--- src/rtl/instructions.sv ---
// instructions: major opcode macros shared by the pipeline stages.
`ifndef INSTRUCTIONS_SV
`define INSTRUCTIONS_SV

`define LOAD  7'b0000011
`define STORE 7'b0100011

`endif

--- src/rtl/mem_pkg.sv ---
// mem_pkg: shared constants and types for the MEM pipeline stage.
package mem_pkg;

  // funct3 encodings for loads
  localparam logic [2:0] F3_LB  = 3'b000;
  localparam logic [2:0] F3_LH  = 3'b001;
  localparam logic [2:0] F3_LW  = 3'b010;
  localparam logic [2:0] F3_LBU = 3'b100;
  localparam logic [2:0] F3_LHU = 3'b101;

  // funct3 encodings for stores
  localparam logic [2:0] F3_SB  = 3'b000;
  localparam logic [2:0] F3_SH  = 3'b001;
  localparam logic [2:0] F3_SW  = 3'b010;

  // addi x0,x0,0 -- forwarded in place of a trapped access
  localparam logic [31:0] NOP   = 32'h0000_0013;

  typedef enum logic [1:0] {
    IDLE,
    ACCESS,
    GIVE
  } mem_state_t;

endpackage

--- src/rtl/mem_lsu_align.sv ---
// mem_lsu_align: byte-lane steering for the MEM stage. Produces byte
// enables and replicated store data, extends load data from the addressed
// lane, and flags accesses that are not naturally aligned.
module mem_lsu_align
  import mem_pkg::*;
#(
  parameter int BITSIZE = 32
) (
  input  logic [2:0]         funct3_i,
  input  logic [1:0]         addr_i,
  input  logic [BITSIZE-1:0] rs2_i,
  input  logic [BITSIZE-1:0] rdata_i,
  output logic [3:0]         be_o,
  output logic [BITSIZE-1:0] wdata_o,
  output logic [BITSIZE-1:0] ldata_o,
  output logic               misaligned_o
);

  logic [7:0]  byte_v;
  logic [15:0] half_v;

  // Byte enables and lane-replicated write data, decoded from access size
  // (funct3[1:0]) so loads also present meaningful lane enables.
  always_comb begin
    be_o    = '1;
    wdata_o = rs2_i;
    case (funct3_i[1:0])
      F3_SB[1:0]: begin
        be_o    = 4'b0001 << addr_i;
        wdata_o = {4{rs2_i[7:0]}};
      end
      F3_SH[1:0]: begin
        be_o    = addr_i[1] ? 4'b1100 : 4'b0011;
        wdata_o = {2{rs2_i[15:0]}};
      end
      F3_SW[1:0]: begin
        be_o    = '1;
        wdata_o = rs2_i;
      end
      default: begin
        be_o    = '1;
        wdata_o = rs2_i;
      end
    endcase
  end

  // Select the addressed lane of read data and sign/zero-extend it.
  always_comb begin
    byte_v  = rdata_i[{addr_i, 3'b000} +: 8];
    half_v  = addr_i[1] ? rdata_i[31:16] : rdata_i[15:0];
    ldata_o = rdata_i;
    case (funct3_i)
      F3_LB:   ldata_o = {{24{byte_v[7]}}, byte_v};
      F3_LBU:  ldata_o = {24'h0, byte_v};
      F3_LH:   ldata_o = {{16{half_v[15]}}, half_v};
      F3_LHU:  ldata_o = {16'h0, half_v};
      F3_LW:   ldata_o = rdata_i;
      default: ldata_o = rdata_i;
    endcase
  end

  // Natural alignment: halfwords need addr[0]=0, words need addr[1:0]=0.
  always_comb begin
    misaligned_o = 1'b0;
    case (funct3_i[1:0])
      2'b00:   misaligned_o = 1'b0;
      2'b01:   misaligned_o = addr_i[0];
      default: misaligned_o = (addr_i != 2'b00);
    endcase
  end

endmodule

--- src/rtl/mem_stage.sv ---
// mem_stage: MEM pipeline stage between EX and WB. Performs LOAD/STORE
// on a single-outstanding data bus using the give/get handshake.
// Optional feature macro: MEM_MISALIGN_TRAP_EN -- misaligned accesses skip
// the bus and forward a NOP carrying the faulting address.
`include "instructions.sv"

module mem_stage
  import mem_pkg::*;
#(
  parameter int BITSIZE = 32
) (
  input  logic               clk,
  input  logic               resetn_i,
  output logic               MEM_EX_get_o,
  input  logic               EX_MEM_give_i,
  input  logic [31:0]        EX_MEM_instruction_i,
  input  logic [BITSIZE-1:0] EX_MEM_data_i,
  input  logic [BITSIZE-1:0] EX_MEM_rs2_i,
  output logic               MEM_WB_give_o,
  input  logic               WB_MEM_get_i,
  output logic [31:0]        MEM_WB_instruction_o,
  output logic [BITSIZE-1:0] MEM_WB_data_o,
  output logic               mem_req_o,
  output logic               mem_we_o,
  output logic [31:0]        mem_addr_o,
  output logic [3:0]         mem_be_o,
  output logic [BITSIZE-1:0] mem_wdata_o,
  input  logic [BITSIZE-1:0] mem_rdata_i,
  input  logic               mem_ack_i,
  output logic               MEM_misalign_o
);

`ifdef MEM_MISALIGN_TRAP_EN
  localparam bit TrapEn = 1'b1;
`else
  localparam bit TrapEn = 1'b0;
`endif

  mem_state_t         state_q;
  logic               get_q;
  logic               give_q;
  logic               req_q;
  logic               misalign_q;
  logic [31:0]        instr_q;
  logic [BITSIZE-1:0] data_q;
  logic [BITSIZE-1:0] rs2_q;

  logic               idle;
  logic               is_mem_in;
  logic               trap_in;
  logic               is_load_q;
  logic               is_store_q;
  logic [2:0]         al_funct3;
  logic [1:0]         al_addr;
  logic [3:0]         al_be;
  logic [BITSIZE-1:0] al_wdata;
  logic [BITSIZE-1:0] al_ldata;
  logic               al_misaligned;

  // One aligner serves both phases: in IDLE it looks at the incoming EX
  // operands to decide on a trap; afterwards at the captured operands.
  always_comb begin
    idle       = (state_q == IDLE);
    is_mem_in  = (EX_MEM_instruction_i[6:0] == `LOAD) ||
                 (EX_MEM_instruction_i[6:0] == `STORE);
    is_load_q  = (instr_q[6:0] == `LOAD);
    is_store_q = (instr_q[6:0] == `STORE);
    al_funct3  = idle ? EX_MEM_instruction_i[14:12] : instr_q[14:12];
    al_addr    = idle ? EX_MEM_data_i[1:0]          : data_q[1:0];
    trap_in    = TrapEn && is_mem_in && al_misaligned;
  end

  mem_lsu_align #(
    .BITSIZE(BITSIZE)
  ) u_align (
    .funct3_i    (al_funct3),
    .addr_i      (al_addr),
    .rs2_i       (rs2_q),
    .rdata_i     (mem_rdata_i),
    .be_o        (al_be),
    .wdata_o     (al_wdata),
    .ldata_o     (al_ldata),
    .misaligned_o(al_misaligned)
  );

  // IDLE/ACCESS/GIVE control with registered handshake and request outputs.
  always_ff @(posedge clk or negedge resetn_i) begin
    if (!resetn_i) begin
      state_q    <= IDLE;
      get_q      <= 1'b1;
      give_q     <= 1'b0;
      req_q      <= 1'b0;
      misalign_q <= 1'b0;
      instr_q    <= '0;
      data_q     <= '0;
      rs2_q      <= '0;
    end else begin
      case (state_q)
        IDLE: begin
          if (EX_MEM_give_i) begin
            instr_q <= trap_in ? NOP : EX_MEM_instruction_i;
            data_q  <= EX_MEM_data_i;
            rs2_q   <= EX_MEM_rs2_i;
            get_q   <= 1'b0;
            if (trap_in) begin
              misalign_q <= 1'b1;
              give_q     <= 1'b1;
              state_q    <= GIVE;
            end else if (is_mem_in) begin
              req_q   <= 1'b1;
              state_q <= ACCESS;
            end else begin
              give_q  <= 1'b1;
              state_q <= GIVE;
            end
          end
        end
        ACCESS: begin
          if (mem_ack_i) begin
            req_q <= 1'b0;
            if (is_load_q) begin
              data_q <= al_ldata;
            end
            give_q  <= 1'b1;
            state_q <= GIVE;
          end
        end
        GIVE: begin
          if (WB_MEM_get_i) begin
            give_q     <= 1'b0;
            misalign_q <= 1'b0;
            get_q      <= 1'b1;
            state_q    <= IDLE;
          end
        end
        default: begin
          state_q    <= IDLE;
          get_q      <= 1'b1;
          give_q     <= 1'b0;
          req_q      <= 1'b0;
          misalign_q <= 1'b0;
        end
      endcase
    end
  end

  // Bus fields are qualified by the request so they read 0 when idle or in
  // reset; while requesting they come straight from captured registers.
  always_comb begin
    MEM_EX_get_o         = get_q;
    MEM_WB_give_o        = give_q;
    MEM_WB_instruction_o = instr_q;
    MEM_WB_data_o        = data_q;
    MEM_misalign_o       = misalign_q;
    mem_req_o            = req_q;
    mem_we_o             = req_q & is_store_q;
    mem_addr_o           = req_q ? {data_q[31:2], 2'b00} : '0;
    mem_be_o             = req_q ? al_be : '0;
    mem_wdata_o          = req_q ? al_wdata : '0;
  end

endmodule

--- config.mk ---
export PLATFORM = sky130hd
export DESIGN_NAME = mem_stage
export DESIGN_NICKNAME = d
export VERILOG_FILES = /design/src/rtl/mem_pkg.sv /design/src/rtl/mem_lsu_align.sv /design/src/rtl/mem_stage.sv
export VERILOG_INCLUDE_DIRS = /design/src /design/src/rtl
export SDC_FILE = /design/constraint.sdc
export NUM_CORES = 1
export LEC_CHECK = 0
export ABC_AREA = 1
export BUFFER_PORTS_ARGS = -buffer_cell sky130_fd_sc_hd__buf_2
export CAP_MARGIN = 20
export CORE_UTILIZATION = 33
export CTS_CLUSTER_SIZE = 28
export DETAILED_ROUTE_END_ITERATION = 10
export PLACE_DENSITY = 0.67
export SETUP_SLACK_MARGIN = 0.1
export SLEW_MARGIN = 25
export SYNTH_ARGS = -nofsm -noshare
export SYNTH_HDL_FRONTEND = slang
export SYNTH_SLANG_ARGS = --single-unit
--- constraint.sdc ---
create_clock -name clk -period 2.6 [get_ports clk]
set_clock_uncertainty 0.1 [all_clocks]
set_input_delay 0.13 -clock clk [delete_from_list [all_inputs] [get_ports clk]]
set_output_delay 0.13 -clock clk [all_outputs]
set_load 0.05 [all_outputs]
==> impl_summary.txt, run 1 <==
----------------------------------------------------
[Floorplan]
  Cell Rows ... 48
  Width of the die ... 135 um
  Area inside the core boundary ... 17,200 um2
  Die Outline Area ... about 18,000 um2
  Starting density of the core ... 0.337
  Number of top-level pins ... 270
  Chip height ... 135 um

[Placed design]
  Worst setup slack after placement ... 178 ps
  HPWL after detailed placement ... 15.2 mm
  GPL Wtd Cong ... 0.883
  DP Cell Count ... 1,333
  Number of port buffers ... 266

[Power]
  Cell Pwr Density ... 1580 nW/um2
  Internal cell power ... 5.43 mW
  Part of the total power dissipated in combinational logic ... 0.674
  Switching component of the power ... 8.10 mW
  Sequential power share ... 0.218
  IR Drop Worst-Case VDD ... 0.000824 V
  Proportion of power drawn by the clock network ... 0.108
  Leak pwr ... 5.12 nW
  Fraction of power spent switching nets ... 0.599

[Yosys]
  Main synth FF type ... sky130_fd_sc_hd__dfrtp_1
  Top cell type's share of synthesized area ... 0.431
  Post-synth cell types ... 27
  Leading area contributor after synthesis ... sky130_fd_sc_hd__dfrtp_1
  Flops & latches, synth ... 101
  Number of instances in the synthesized netlist ... 874
  EDFF count, synth ... 0
  Sequential area share after synthesis ... 0.435
  Yosys warning count ... 0
  Top area cells in the synthesized netlist ... sky130_fd_sc_hd__dfrtp_1, sky130_fd_sc_hd__nand2_1, sky130_fd_sc_hd__inv_1
  Per-instance average area after synthesis ... 6.65 um2
  FFs w/ async S/R, synth ... 1.00
  Area of the mapped netlist ... 5810 um2

[Layout]
  Fraction of layout cells with a size suffix above 1 ... 0.278
  Area growth from synthesis to layout ... 47.5%
  FF+latch area ... 2530 um2
  Final #Nets ... 1,336
  Multi-input gate area in the final layout ... 2740 um2
  Filler instances ... 1,739
  Final cell count without fillers ... 1,434
  Final design utilization ... 0.497

[Critical path]
  Sequence of cells on the critical path ... nor2_4 -> buf_4 -> o21ai_4 -> buf_4 -> a31oi_4 -> o21ai_0 -> inv_1 -> buf_2
  Buf+Inv Stages, Crit Path ... 4
  Slowest stage cell, crit path ... sky130_fd_sc_hd__dfrtp_2
  CP peak stage delay ... 460 ps
  Largest fanout on the critical path ... 12
  Kind of cell adding the most delay to the critical path ... buffers and inverters
  CP arrival ... 2140 ps
  Type of origin of the critical path ... flip-flop
  Critical setup path kind ... flip-flop to output port
  Library cell appearing most often on the critical path ... sky130_fd_sc_hd__buf_4
  Crit. End Element ... output port
  Critical Path RT ... 2370 ps

[Timing]
  Final worst setup slack ... 232 ps
  Worst hold slack ... between 10 and 15 ps
  Setup repair after global routing missed its margin ... no
  Final Setup Violations ... 0
  Setup TNS after final layout ... 0 ps
  Number of hold violations in the final report ... 0
  Worst-margin pin slew ... 655 ps
  Final period utilization ... 0.911
  Time the final worst path needs with I/O delays and setup ... 2370 ps
  Max frequency ... 422 MHz
  Worst slew margin relative to its limit ... 0.563
  Max-slew violation count ... 0

[Clock tree]
  # H-tree levels ... 3
  CTS tree ... built
  Buffer type at the clock tree root ... sky130_fd_sc_hd__clkbuf_16
  Number of clock sinks ... approximately 100
  Clock network latency to the later pin of the worst-skew pair ... 350 ps
  Clk pin slew, worst setup/hold paths ... about 70 ps
  Number of buffers inserted during clock tree synthesis ... 9
  Max Buffers Root-to-Sink ... 2

[Detailed routing]
  Detailed-route DRC error count ... 0
  Post-route antenna net violation count ... 0
  Via-per-instance ratio ... 4.67
  Length of the first detailed-routing pass in iterations ... 4
  Average wire length per cell after detail routing ... about 15 um
  Number of vias after detailed routing ... ~6,700
  Iteration-0 DRC count of the detailed router ... 344
  Post-detailed-routing wire length ... about 22 mm

[GRT]
  Global-route total usage across every layer ... 0.244
  Global route overflow ... 0
  Global-route wire length before repair ... 34.0 mm
  Via count of the first global-routing pass ... between 6,000 and 7,000
  Initial antenna violation count ... 1
  Pin count of the biggest net entering global routing ... 63

[Worst hold path]
  Class of the most critical hold timing path ... primary input to flip-flop

[Job]
  Max Cap Viol ... 0

[Run status]
  Run status ... completed

----------------------------------------------------
-- layout by cell type, fill, tap and decap left out, drive strengths merged --
master       count
nand2          404
buf            282
dfrtp          100
inv             99
dlygate4sd3     78
o21ai           74
nor2            68
nand3           33
a21oi           32
clkbuf          14
o221a            8
conb             3
nand4            2
nand3b           2
or2              2
diode            1
dfstp            1
a31oi            1
nor3             1
nor3b            1
bufinv           1
clkinv           1
clkinvlp         1
-- per-layer routing --
layer  GRT usage  wire [um]
met3      0.0706       1790
met4      0.0886        582
met5           0          0
met1       0.289       8980
met2       0.421      10500
-- state kept, by name, summed over array words and instances, names as in the netlist --
signal / flops
MEM_WB_data_o: 32
MEM_WB_instruction_o: 32
rs2_q: 32
state_q: 2
MEM_EX_get_o: 1
MEM_WB_give_o: 1
mem_req_o: 1
-- cell usage after synthesis (2+ instances only) --
cell type	number
sky130_fd_sc_hd__o21ai_1	13
sky130_fd_sc_hd__nand4_1	2
sky130_fd_sc_hd__nor2_2	2
sky130_fd_sc_hd__buf_6	3
sky130_fd_sc_hd__buf_2	19
sky130_fd_sc_hd__nand3b_1	2
sky130_fd_sc_hd__inv_2	4
sky130_fd_sc_hd__dfrtp_1	100
sky130_fd_sc_hd__nand2_1	397
sky130_fd_sc_hd__o21ai_0	61
sky130_fd_sc_hd__inv_1	93
sky130_fd_sc_hd__nand2_4	2
sky130_fd_sc_hd__o221a_2	8
sky130_fd_sc_hd__nor2_1	62
sky130_fd_sc_hd__nor2_4	4
sky130_fd_sc_hd__nand2_2	5
sky130_fd_sc_hd__clkbuf_1	22
sky130_fd_sc_hd__a21oi_1	32
sky130_fd_sc_hd__nand3_1	33
sky130_fd_sc_hd__buf_4	3
-- per-stage QoR --
stage	total power [mW]	instance area, um2
floorplan	9.55	5820
global placement	11.6	7350
detailed placement	11.7	7350
CTS	13.4	8500
global route	14.5	8570
finish	13.5	8570
-- final timing paths --
path	slack, ps	startpoint	cells after the start	to
min reg2reg	370	MEM_WB_instruction_o[31]	2	MEM_WB_instruction_o[31]
max	230	state_q[1]	8	mem_wdata_o[15]
max in group asynchronous	1440	resetn_i	3	MEM_WB_instruction_o[11]
min in group asynchronous	220	resetn_i	2	MEM_WB_data_o[3]
max reg2reg	370	state_q[1]	10	MEM_WB_data_o[15]
min	10	EX_MEM_data_i[6]	5	MEM_WB_data_o[6]
-- kinds of logic after synthesis --
kind of cell,after synthesis,synth area share
simple gates,513,0.353
buf+inv,144,0.103
compound gates,115,0.108
flops,101,0.435
other cells,1,0.000646
-- cell type report --
type                    count  share of cell area
diodes                      1            0.000292
clock buffers              11              0.0295
clock inverters             5             0.00774
inverters                  97              0.0425
multi-input cells         631               0.320
flip-flops and latches    101               0.295
well taps                 225              0.0328
repair buffers            363               0.272
-- timing repair --
item,in CTS,in global routing
pin swaps,1,1
endpoints found under the setup margin,27,37
resized for setup,8,10
hold buffers,78,0
hold endpoints to repair,116,0
buffers inserted,2,4
cloned,0,0
-- power by group through the flow --
stage | clock [mW] | combinational (mW) | sequential, mW
after global placement | 0 | 8.67 | 2.95
after detailed placement | 0 | 8.76 | 2.95
final | 1.46 | 9.12 | 2.95
after CTS | 1.51 | 8.98 | 2.95
after floorplan | 0 | 4.98 | 4.57
after global routing | 1.57 | 9.88 | 3.05
-- tightest hold or removal path, delay by kind of cell --
family / cells / cell delay, ps
AND/OR/NAND/NOR: 4 / 220
buffers and inverters: 1 / 80
Note: power is estimated with default switching activity, not from simulation.
==> run 2, diff against run 1 <==
CORE_UTILIZATION = 32   (was 33)
PLACE_DENSITY = 0.65   (was 0.67)
==> run 2 against run 1 <==
Compared with the run above:
- non-clock buffer count is 1 lower
- critical path type unchanged
- final area is 0.91% lower
- final cell count stayed put
==> impl_summary.txt, run 2 (synthesis gave the netlist of run 1 again) <==
----------------------------------------------------
[Run status]
  Run status ... completed

[Layout]
  Area growth from synthesis to layout ... 46.2%
  Final cell count without fillers ... 1,434
  Fraction of layout cells with a size suffix above 1 ... 0.279
  Final #Nets ... 1,336
  Commonest non-fill, non-tap cell in the layout ... sky130_fd_sc_hd__nand2_1
  Non-Filler Cell Area, Final ... ~8500 um2
  Top library cells by usage in the layout, fill and taps aside ... sky130_fd_sc_hd__nand2_1, sky130_fd_sc_hd__buf_2, sky130_fd_sc_hd__dfrtp_1

[Detailed routing]
  Post-route antenna net violation count ... 0
  Average wire length per cell after detail routing ... 15.3 um
  Iteration-0 DRC count of the detailed router ... 353
  Number of vias after detailed routing ... between 6,000 and 7,000
  Detailed-route DRC error count ... 0
  Via-per-instance ratio ... 4.71
  Post-detailed-routing wire length ... 22.0 mm
  Length of the first detailed-routing pass in iterations ... 5

[Floorplan]
  Starting density of the core ... 0.331
  Cell Rows ... 48
  Area inside the core boundary ... 17,500 um2
  Chip height ... 137 um
  Die Outline Area ... 18,700 um2
  Number of top-level pins ... 270
  Width of the die ... roughly 140 um

[Critical path]
  CP arrival ... 2110 ps
  Largest fanout on the critical path ... 11
  Critical Path RT ... 2370 ps
  Depth of the worst register-to-register path ... 10
  Type of origin of the critical path ... flip-flop
  Critical setup path kind ... flip-flop to output port
  Crit. End Element ... output port

[Power]
  Fraction of power spent switching nets ... 0.606
  Switching component of the power ... 8.15 mW
  Sequential power share ... 0.219
  Part of the total power dissipated in combinational logic ... 0.672
  IR Drop Worst-Case VDD ... 0.00143 V
  Leak pwr ... 5.10 nW
  Cell Pwr Density ... 1580 nW/um2
  Internal cell power ... 5.30 mW
  Proportion of power drawn by the clock network ... 0.109

[Worst hold path]
  Class of the most critical hold timing path ... primary input to flip-flop
  Cell depth of the worst hold path ... 5

[GRT]
  Global-route total usage across every layer ... 0.238
  Via count of the first global-routing pass ... around 6,400
  Global-route wire length before repair ... 33.5 mm
  Pin count of the biggest net entering global routing ... 68
  Initial antenna violation count ... 0
  Global route overflow ... 0

[Placed design]
  GPL Wtd Cong ... roughly 0.92
  Post-place instance area ... 7350 um2
  HPWL after detailed placement ... 15.3 mm
  Number of port buffers ... 266
  DP Cell Count ... 1,335

[Clock tree]
  # H-tree levels ... 3
  Max Buffers Root-to-Sink ... 2
  CTS tree ... built
  Clk pin slew, worst setup/hold paths ... 70 ps
  Clock network latency to the later pin of the worst-skew pair ... 360 ps
  Number of clock sinks ... 101
  Number of buffers inserted during clock tree synthesis ... 9
  Buffer type at the clock tree root ... sky130_fd_sc_hd__clkbuf_16

[Timing]
  Worst hold slack ... 5.03 ps
  Worst-margin pin slew ... 709 ps
  Final Setup Violations ... 0
  Final period utilization ... 0.902
  Setup TNS after final layout ... 0 ps
  Max frequency ... 426 MHz
  Worst slew margin relative to its limit ... 0.528
  Time the final worst path needs with I/O delays and setup ... approximately 2300 ps
  Max-slew violation count ... 0
  Setup repair after global routing missed its margin ... no
  Number of hold violations in the final report ... 0

[Job]
  Max Cap Viol ... 0

----------------------------------------------------
run 2: cell types whose count changed in the layout (fill, tap and decap cells not counted), sizes merged:
cell         delta
buf             +4
clkbuf          -5
clkinv          +1
dlygate4sd3     -2
inv             +1
nor2            +1
run 2: layout make-up:
class	count	area [um2]
Fill cell	1777	9040
Sequential cell	101	2530
Inverter	97	364
Multi-Input combinational cell	632	2730
Clock buffer	9	225
Tap cell	225	282
Clock inverter	7	91.3
Antenna cell	1	2.50
Timing Repair Buffer	362	2270
run 2: worst max-delay path, stage by stage, from the launching register on:
cell	delay [ps]
sky130_fd_sc_hd__dfrtp_1	420
sky130_fd_sc_hd__inv_2	100
sky130_fd_sc_hd__nand2_4	150
sky130_fd_sc_hd__nand2_1	80
sky130_fd_sc_hd__nand2_2	170
sky130_fd_sc_hd__nor2_4	100
sky130_fd_sc_hd__o21ai_0	230
sky130_fd_sc_hd__o221a_2	240
sky130_fd_sc_hd__buf_2	260
run 2: per-layer routing:
metal	global-route usage	wire (um)	vias to the layer above
met4	0.110	849	0
met5	0	0	-
li1	-	-	3335
met1	0.282	8920	3044
met2	0.407	10600	318
met3	0.0559	1610	51
run 2: repair_timing:
item	in CTS	in global routing
setup endpoints to repair	20	20
hold buffers	76	0
hold endpoints to repair	114	0
setup buffers	1	4
cloned	0	1
pin swaps	1	2
resized for setup	6	5
run 2: worst paths after layout:
kind / from / end / slack [ps]
min in group asynchronous: resetn_i / MEM_WB_data_o[14] / 210
max in group asynchronous: resetn_i / MEM_EX_get_o / 1430
setup reg to reg: state_q[0] / MEM_WB_data_o[14] / 410
setup / recovery: state_q[0] / mem_wdata_o[28] / 260
hold reg to reg: MEM_WB_instruction_o[25] / MEM_WB_instruction_o[25] / 370
hold / removal: mem_rdata_i[5] / MEM_WB_data_o[5] / 5
run 2: metrics by stage:
stage | setup slack, ps | total power [mW] | util
finish | 255 | 13.4 | 0.484
global route | 100 | 14.4 | 0.484
CTS | 101 | 13.4 | 0.481
detailed placement | 215 | 11.7 | 0.419
global placement | 266 | 11.6 | 0.419
floorplan | 38.0 | 9.55 | -
run 2: power groups by stage:
stage / clock, mW / sequential (mW) / combinational [mW]
2_1_floorplan: 0 / 4.57 / 4.98
3_3_place_gp: 0 / 2.96 / 8.69
3_5_place_dp: 0 / 2.97 / 8.77
4_1_cts: 1.50 / 2.95 / 8.92
5_1_grt: 1.56 / 3.03 / 9.83
6_report: 1.46 / 2.95 / 9.04
==> run 3, diff against run 2 <==
CORE_UTILIZATION = 30   (was 32)
CTS_BUF_LIST = sky130_fd_sc_hd__clkbuf_2 sky130_fd_sc_hd__clkbuf_4 sky130_fd_sc_hd__clkbuf_8   (was not set)
PLACE_DENSITY = 0.63   (was 0.65)
clock period = 2.5 ns   (was 2.6 ns; I/O delays follow)
==> run 3 against run 2 <==
Compared with the run above:
- worst setup slack lost 56 ps
- global-route usage down 1.1 points
- hold slack better by 27 ps
- flip-flop and latch count unchanged
- critical path depth unchanged
- clock-buffer cell count unchanged
- highest routed layer unchanged
- largest power group unchanged
- die area rose by 6.6%
- routed wire length grew 2.1%
- critical path type unchanged
==> impl_summary.txt, run 3 (synthesis gave the netlist of run 1 again) <==
----------------------------------------------------
[Critical path]
  Crit. End Element ... output port
  Largest fanout on the critical path ... 16
  Library cell appearing most often on the critical path ... sky130_fd_sc_hd__nor2_4
  Critical setup path kind ... flip-flop to output port
  Slowest stage cell, crit path ... sky130_fd_sc_hd__dfrtp_2
  Critical Path RT ... roughly 2300 ps
  CP peak stage delay ... 450 ps
  Type of origin of the critical path ... flip-flop
  Sequence of cells on the critical path ... nor2_4 -> nand2_1 -> nand2_4 -> nor2_4 -> buf_12 -> o21ai_2 -> o221a_2 -> buf_4
  CP arrival ... 2080 ps

[Floorplan]
  Die Outline Area ... 19,900 um2
  Cell Rows ... 50
  Area inside the core boundary ... 18,800 um2
  Number of top-level pins ... 270
  Starting density of the core ... 0.309
  Width of the die ... 141 um
  Chip height ... 141 um

[Power]
  Leak pwr ... approximately 5.2 nW
  IR Drop Worst-Case VDD ... 0.00113 V
  Post-layout power ... approximately 14 mW
  Cell Pwr Density ... 1580 nW/um2

[Clock tree]
  CTS tree ... built
  Buffer type at the clock tree root ... sky130_fd_sc_hd__clkbuf_8
  Max Buffers Root-to-Sink ... 2
  Clk pin slew, worst setup/hold paths ... 110 ps
  Number of buffers inserted during clock tree synthesis ... 9
  Number of clock sinks ... roughly 100
  Clock network latency to the later pin of the worst-skew pair ... 390 ps
  # H-tree levels ... 3

[Detailed routing]
  Post-detailed-routing wire length ... 22.4 mm
  Detailed-route DRC error count ... 0
  Via-per-instance ratio ... 4.48
  Iteration-0 DRC count of the detailed router ... 405
  Number of vias after detailed routing ... 6,722
  Length of the first detailed-routing pass in iterations ... 5
  Post-route antenna net violation count ... 0
  Average wire length per cell after detail routing ... 14.9 um

[Timing]
  Time the final worst path needs with I/O delays and setup ... around 2300 ps
  Setup repair after global routing missed its margin ... yes
  Final period utilization ... 0.920
  Number of hold violations in the final report ... 0
  Worst slew margin relative to its limit ... 0.633
  Final Setup Violations ... 0
  Max frequency ... 435 MHz
  Setup TNS after final layout ... 0 ps
  Worst-margin pin slew ... between 500 and 600 ps
  Max-slew violation count ... 0

[Layout]
  Commonest non-fill, non-tap cell in the layout ... sky130_fd_sc_hd__nand2_1
  FF+latch area ... 2530 um2
  Area growth from synthesis to layout ... 53.0%
  Final design utilization ... 0.472
  Filler instances ... roughly 1,900
  Multi-input gate area in the final layout ... 2760 um2
  Fraction of layout cells with a size suffix above 1 ... 0.280
  Top library cells by usage in the layout, fill and taps aside ... sky130_fd_sc_hd__nand2_1, sky130_fd_sc_hd__buf_2, sky130_fd_sc_hd__dlygate4sd3_1
  Final #Nets ... 1,368

[Placed design]
  HPWL after detailed placement ... roughly 16 mm
  GPL Wtd Cong ... roughly 0.84
  Number of port buffers ... 266

[GRT]
  Via count of the first global-routing pass ... 6,722
  Global-route total usage across every layer ... 0.227
  Global-route wire length before repair ... 35.0 mm
  Pin count of the biggest net entering global routing ... roughly 60
  Initial antenna violation count ... 1
  Global route overflow ... 0

[Run status]
  Run status ... completed

[Worst hold path]
  Class of the most critical hold timing path ... primary input to flip-flop

[Job]
  Max Cap Viol ... 0

----------------------------------------------------
-- run 3: cell types whose count changed in the layout (fill, tap and decap cells not counted), moves of 2 or more --
cell / change
sky130_fd_sc_hd__dlygate4sd3_1: +30
sky130_fd_sc_hd__buf_2: -17
sky130_fd_sc_hd__buf_4: +16
sky130_fd_sc_hd__clkbuf_16: -9
sky130_fd_sc_hd__clkbuf_8: +9
sky130_fd_sc_hd__o21ai_0: -5
sky130_fd_sc_hd__nand2_4: +3
sky130_fd_sc_hd__o21ai_2: +3
sky130_fd_sc_hd__buf_12: +2
sky130_fd_sc_hd__nand2_2: -2
sky130_fd_sc_hd__o21ai_1: +2
-- run 3: repair_timing --
item / CTS / global route
endpoints found under the setup margin: 36 / 25
setup buffers: 5 / 0
pin swaps: 2 / 0
hold endpoints to repair: 197 / 0
hold buffers: 106 / 0
resized for setup: 22 / 23
-- run 3: critical path, delay by kind of cell, from the launching register on --
| kind | cells | cell delay (ps) |
|---|---|---|
| AOI/OAI and AO/OA | 2 | 420 |
| and+or+nand+nor | 4 | 470 |
| buffers and inverters | 2 | 340 |
| DFF | 1 | 450 |
-- run 3: cell type report --
| type | count | area share |
|---|---|---|
| Multi-Input combinational cell | 631 | 0.311 |
| Timing Repair Buffer | 395 | 0.300 |
| Sequential cell | 101 | 0.285 |
| Inverter | 97 | 0.0410 |
| Tap cell | 260 | 0.0366 |
| Clock buffer | 9 | 0.0139 |
| Clock inverter | 7 | 0.0128 |
| Antenna cell | 1 | 0.000282 |
-- run 3: final timing paths --
| check | start | to | slack, ps | cells after the start |
|---|---|---|---|---|
| setup / recovery | state_q[0] | mem_wdata_o[24] | 200 | 8 |
| hold / removal | mem_rdata_i[21] | MEM_WB_data_o[21] | 30 | 5 |
| setup reg to reg | state_q[1] | MEM_WB_data_o[10] | 300 | 10 |
| hold reg to reg | MEM_WB_instruction_o[26] | MEM_WB_instruction_o[26] | 380 | 2 |
| max in group asynchronous | resetn_i | MEM_WB_instruction_o[10] | 1340 | 3 |
| min in group asynchronous | resetn_i | MEM_WB_instruction_o[15] | 190 | 3 |
-- run 3: metal layers --
layer	global-route usage	up-vias	part of all wire
li1	-	3396	-
met1	0.265	3047	0.41
met2	0.412	249	0.50
met3	0.0571	30	0.067
met4	0.0612	0	0.020
met5	0	-	0
-- run 3: stage by stage --
step	area [um2]	hold WS (ps)	setup slack, ps	cells
2_1_floorplan	5820	-271	-57.0	876
3_3_place_gp	7430	-124	189	1373
3_5_place_dp	7430	-123	95.7	1373
4_1_cts	8830	9.53	114	1500
5_1_grt	8880	25.7	103	1500
6_report	8890	32.2	199	1501
-- run 3: where the power goes --
group          internal [mW]  total [mW]  switching, mW
registers               2.44        3.07          0.628
logic                   2.52        9.74           7.22
clock network          0.591        1.27          0.676
